## config.mk

```make
export PLATFORM = sky130hd
export DESIGN_NAME = cookie_array
export DESIGN_NICKNAME = d
export VERILOG_FILES = /design/src/rtl/cookie_array.sv
export SDC_FILE = /design/constraint.sdc
export NUM_CORES = 2
export LEC_CHECK = 0
export ABC_CLOCK_PERIOD_IN_PS = 12650
export CORE_UTILIZATION = 33
export DETAILED_ROUTE_END_ITERATION = 8
export HOLD_SLACK_MARGIN = 0.15
export SLEW_MARGIN = 25
export SYNTH_ARGS = -nofsm -noshare
export SYNTH_HDL_FRONTEND = slang
export SYNTH_SLANG_ARGS = --single-unit --ignore-timing --ignore-initial --compat-mode --unroll-limit 50000
```

## constraint.sdc

```tcl
create_clock -name clk -period 12.65 [get_ports clk]
set_input_delay 2.53 -clock clk [delete_from_list [all_inputs] [get_ports clk]]
set_output_delay 2.53 -clock clk [all_outputs]
set_load 0.01 [all_outputs]
```

## src/rtl/cookie_array.sv

```systemverilog
// cookie_array: WIDTH x HEIGHT cellular-automaton engine with a command sequencer.
// The host serially loads a pattern, runs G generations under a programmable
// birth/survive rule, then reads the grid back serially.
// Optional macro TORUS_EN: neighbour coordinates wrap around the grid edges;
// when undefined, cells outside the grid read as dead.
module cookie_array #(
  parameter int         WIDTH        = 16,
  parameter int         HEIGHT       = 16,
  parameter int         GEN_W        = 8,
  parameter logic [8:0] BIRTH_MASK   = 9'h008,
  parameter logic [8:0] SURVIVE_MASK = 9'h00C
) (
  input  logic                                 clk,
  input  logic                                 rst_n,
  input  logic                                 en,
  input  logic                                 load_start,
  input  logic                                 load_valid,
  input  logic                                 load_bit,
  input  logic                                 run_start,
  input  logic [GEN_W-1:0]                     gen_count,
  input  logic                                 dump_start,
  output logic                                 dump_valid,
  output logic                                 dump_bit,
  output logic                                 busy,
  output logic                                 done,
  output logic [$clog2(WIDTH*HEIGHT+1)-1:0]    pop_count
);

  localparam int N  = WIDTH * HEIGHT;
  localparam int IW = $clog2(N);
  localparam int PW = $clog2(N + 1);

  typedef enum logic [1:0] {
    S_IDLE = 2'd0,
    S_LOAD = 2'd1,
    S_RUN  = 2'd2,
    S_DUMP = 2'd3
  } state_t;

  state_t           state, state_next;
  logic [N-1:0]     cells, cells_next, gen_cells;
  logic [IW-1:0]    idx, idx_next;
  logic [GEN_W-1:0] gen_left, gen_left_next;
  logic             busy_next, done_next, dv_next, db_next;
  logic [PW-1:0]    pop_next;

  // Count live 8-neighbours of cell (x,y); edge handling depends on TORUS_EN.
  function automatic logic [3:0] nb_count(input logic [N-1:0] c, input int x, input int y);
    logic [3:0] n;
    int         nx, ny;
    n = 4'd0;
    for (int dy = -1; dy <= 1; dy++) begin
      for (int dx = -1; dx <= 1; dx++) begin
        if (dx != 0 || dy != 0) begin
`ifdef TORUS_EN
          nx = (x + dx + WIDTH) % WIDTH;
          ny = (y + dy + HEIGHT) % HEIGHT;
          n  = n + {3'd0, c[ny*WIDTH+nx]};
`else
          nx = x + dx;
          ny = y + dy;
          if (nx >= 0 && nx < WIDTH && ny >= 0 && ny < HEIGHT) begin
            n = n + {3'd0, c[ny*WIDTH+nx]};
          end else begin
            n = n;
          end
`endif
        end else begin
          n = n;
        end
      end
    end
    return n;
  endfunction

  // Number of live cells in a grid image.
  function automatic logic [PW-1:0] popcount(input logic [N-1:0] c);
    logic [PW-1:0] cnt;
    cnt = {PW{1'b0}};
    for (int i = 0; i < N; i++) begin
      cnt = cnt + {{(PW-1){1'b0}}, c[i]};
    end
    return cnt;
  endfunction

  // One full generation of every cell, evaluated in parallel from the current grid.
  always_comb begin
    gen_cells = cells;
    for (int y = 0; y < HEIGHT; y++) begin
      for (int x = 0; x < WIDTH; x++) begin
        if (cells[y*WIDTH+x]) begin
          gen_cells[y*WIDTH+x] = SURVIVE_MASK[nb_count(cells, x, y)];
        end else begin
          gen_cells[y*WIDTH+x] = BIRTH_MASK[nb_count(cells, x, y)];
        end
      end
    end
  end

  // Sequencer next-state, grid update and output decode; en=0 holds everything.
  always_comb begin
    state_next    = state;
    cells_next    = cells;
    idx_next      = idx;
    gen_left_next = gen_left;
    done_next     = 1'b0;
    dv_next       = 1'b0;
    db_next       = dump_bit;
    if (en) begin
      case (state)
        S_IDLE: begin
          if (load_start) begin
            state_next = S_LOAD;
            idx_next   = {IW{1'b0}};
          end else if (run_start) begin
            state_next    = S_RUN;
            gen_left_next = gen_count;
          end else if (dump_start) begin
            state_next = S_DUMP;
            idx_next   = {IW{1'b0}};
          end else begin
            state_next = S_IDLE;
          end
        end
        S_LOAD: begin
          if (load_valid) begin
            cells_next[idx] = load_bit;
            if (idx == IW'(N - 1)) begin
              state_next = S_IDLE;
              done_next  = 1'b1;
              idx_next   = {IW{1'b0}};
            end else begin
              idx_next = idx + {{(IW-1){1'b0}}, 1'b1};
            end
          end else begin
            idx_next = idx;
          end
        end
        S_RUN: begin
          // A zero generation count completes without touching the grid.
          if (gen_left == {GEN_W{1'b0}}) begin
            state_next = S_IDLE;
            done_next  = 1'b1;
          end else begin
            cells_next    = gen_cells;
            gen_left_next = gen_left - {{(GEN_W-1){1'b0}}, 1'b1};
            if (gen_left == {{(GEN_W-1){1'b0}}, 1'b1}) begin
              state_next = S_IDLE;
              done_next  = 1'b1;
            end else begin
              state_next = S_RUN;
            end
          end
        end
        S_DUMP: begin
          dv_next = 1'b1;
          db_next = cells[idx];
          if (idx == IW'(N - 1)) begin
            state_next = S_IDLE;
            done_next  = 1'b1;
            idx_next   = {IW{1'b0}};
          end else begin
            idx_next = idx + {{(IW-1){1'b0}}, 1'b1};
          end
        end
        default: begin
          state_next = S_IDLE;
        end
      endcase
    end else begin
      state_next = state;
    end
    busy_next = (state_next != S_IDLE);
    pop_next  = popcount(cells_next);
  end

  // State, grid and registered outputs; synchronous active-low reset clears everything.
  always_ff @(posedge clk) begin
    if (!rst_n) begin
      state      <= S_IDLE;
      cells      <= {N{1'b0}};
      idx        <= {IW{1'b0}};
      gen_left   <= {GEN_W{1'b0}};
      busy       <= 1'b0;
      done       <= 1'b0;
      dump_valid <= 1'b0;
      dump_bit   <= 1'b0;
      pop_count  <= {PW{1'b0}};
    end else begin
      state      <= state_next;
      cells      <= cells_next;
      idx        <= idx_next;
      gen_left   <= gen_left_next;
      busy       <= busy_next;
      done       <= done_next;
      dump_valid <= dv_next;
      dump_bit   <= db_next;
      if (done_next) begin
        pop_count <= pop_next;
      end else begin
        pop_count <= pop_count;
      end
    end
  end

endmodule

```

==> flow_summary.ini <==
[run_status]
status = finished, final reports clean

[timing]
tns_ps = 0
setup_violations = 0
hold_violations = 0
slew_headroom_pct = 17.0
drv_slew = 0
period_share_pct = 94.0
whs_ps = 480
tightest_slew_ps = 1250
fmax_mhz = 84.1
rsz0062_at_grt = false
fin_crit_ps = 11900
fin_skew_ps = 31.7

[floorplanning]
die_w_um = 548
placementRows = 200
core_mm2 = 0.297
die-height_um = 548
start_util_pct = 33.2
ios = 29
die_area_mm2 = 0.300

[worst_setup_path]
critPathSlowestCell = nor3_1
cp.arrival_ps = 12430
path_max_fanout = 7
crit_buf_inv = 4
critical_path_class = reg -> reg
crit_family = adder cells
required_ps = 13180
endpoint_kind = flop
cp-start-kind = flop
path_common_cell = fa_1
slowest_delay_ps = 720

[logic_synthesis]
synth_mux_area_share_pct = 2.54
synth_top_area_share_pct = 34.8
synthTopCellsByArea = ha_1 (35%), fa_1 (15%), dfxtp_1 (5.8%), xnor3_1 (5.3%), xnor2_1 (5.2%)
synth_top_family_by_area = adder cells
synth.largest_area_cell = ha_1
synth_fp_nets = 13855
syn_area_per_cell_um2 = 9.50
yosysWarnings = 0
ys_seq_elements = 287
synth_top_flop_cell = dfxtp_1
synth-simple-area-share_pct = 12.7
synth_edf_count = 0
synth_cell_types = 98
synth-xor-area-share_pct = 15.8
syn_area_mm2 = 0.0984
synthArstFlopShare_pct = 0
yosysSeqAreaShare_pct = 5.84
syn_inst = 10354
synth_compound_area_share_pct = 8.98
synth-adder-area-share_pct = 50.0

[cts]
clock_path_buffers = 3
cts_tree = built
cts_resized = 0
cts_hold_buf = 0
clock-root-buffer = clkbuf_16
numCtsBuffers = 46
cts.reportedPaths.clkPinSlew_ps = 60
cts_setup_buffers = 0
htree_num_levels = 2
numClockSinks = 287
clk-insertion-delay-late_ps = 690

[final_layout]
multi_input_comb_area_mm2 = 0.0887
fillers = 30060
num-nets-final = 14118
area_delta_synth_final_pct = 9.61
drive_gt1_share_pct = 6.69
seq_area_mm2 = 0.00576
instances_no_fill = 14603

[route]
ant_nets = 0
drc = 0
dr.pass1.iters = 9
vias = 80597
dr.first_iter.drc_count = 7868
wire_per_inst_um = 23.1
routed_via_density = 5.52
routed_wl_um = 337000

[worst_hold_path]
min_path_type = reg -> reg

[placed_design]
placed_cells = 14507
place_hpwl_um = 267000
place.gp.congestion = 1.01
io_buffers = 28

[pwr]
p_leak_nw = 60.7
ir_worst_vdd_v = 0.000177
pwr_density_cell_mw_per_mm2 = 36.1
power_mw = 3.89

[global_route]
antenna_found_initial = 16
grt_usage_pct = 22.2
grt_overflow = 0
grt_pass1_wl_um = 504000
grt_max_degree = 101
grt_pass1_vias = 78913

[flow_run]
maxCapViolations = 0
[routing by layer]
metal	wire, um	GRT usage, %	share of wire, %	vias to the layer above
met2	146000	35.3	43	3678
met1	138000	28.8	41	38713
met5	35	0	0.010	-
met4	20000	10.7	5.9	6
met3	33400	4.49	9.9	965
li1	-	-	-	37235
[stage by stage]
stage	instance area [um^2]	utilization, %	setup WS [ps]
after floorplan	98400	-	1440
after global placement	106000	35.8	264
after detailed placement	106000	35.8	208
after CTS	108000	36.3	827
after global routing	108000	36.3	230
final	108000	36.3	754
[power by group]
group | total (mW) | leakage (nW) | internal (mW) | switching (mW)
registers | 0.946 | 2.32 | 0.915 | 0.0308
clock network | 1.49 | 0.800 | 0.853 | 0.633
logic | 1.46 | 57.6 | 0.503 | 0.959
[worst reg2reg max path, delay by kind of cell (launching register included)]
| kind | cells | cell delay, ps |
|---|---|---|
| flops | 1 | 530 |
| simple gates | 3 | 960 |
| fa+ha+maj | 19 | 8580 |
| buf+inv | 4 | 270 |
| compound gates | 7 | 1030 |
| mux | 2 | 390 |
[cells by family (layout without fill, tap and decap cells)]
group           count (synthesis)  after routing
mux                           162            162
other cells                     0             10
fa+ha+maj                    3485           3485
flops                         287            287
xor+xnor                     1403           1403
buf+inv                      1039           1339
compound gates               1438           1438
simple gates                 2540           2540
[area by class of cell]
cell class	instances	share of cell area [%]
Antenna cell	10	0.0232
Clock buffer	67	1.27
Clock inverter	18	0.230
Inverter	756	2.64
Multi-Input combinational cell	9028	82.2
Sequential cell	287	5.34
Tap cell	3939	4.57
Timing Repair Buffer	498	3.72
[state kept, by name, summed over array words and instances (netlist names)]
register	flops
gen_left	8
pop_count	9
state	2
idx	8
done	1
dump_bit	1
busy	1
dump_valid	1
cells	256
[worst paths after layout]
kind	from	end	slack, ps	cells after the start
setup reg to reg	cells[3]	pop_count[6]	750	35
hold reg to reg	pop_count[2]	pop_count[2]	480	2
setup / recovery	cells[3]	pop_count[6]	750	35
hold / removal	pop_count[2]	pop_count[2]	480	2
[cell usage after synthesis (44+ instances only)]
master / n
xor2_1: 582
mux2i_1: 53
nand3_1: 713
nor2_1: 554
buf_2: 69
o31ai_1: 48
nor3b_1: 129
inv_1: 750
fa_1: 750
nand3b_1: 44
nand4_1: 59
o21ai_0: 485
xnor2_1: 587
and3_1: 56
a21oi_1: 332
clkbuf_1: 168
xnor3_1: 230
or4_1: 61
nand2_1: 612
dfxtp_1: 287
mux4_2: 48
a31oi_1: 136
nor3_1: 100
and2_1: 65
o211ai_1: 51
ha_1: 2735
[placed cells by master, fill, tap and decap left out, types with 129 or more instances in the layout]
| cell type | instances |
|---|---|
| nand2_1 | 607 |
| o21ai_0 | 485 |
| xnor2_1 | 587 |
| ha_1 | 2733 |
| nor2_1 | 551 |
| xnor3_1 | 230 |
| a31oi_1 | 136 |
| a21oi_1 | 331 |
| inv_1 | 749 |
| dfxtp_1 | 283 |
| fa_1 | 750 |
| nor3b_1 | 129 |
| nand3_1 | 712 |
| buf_4 | 455 |
| xor2_1 | 582 |
Power figures use the tool's default switching activity.
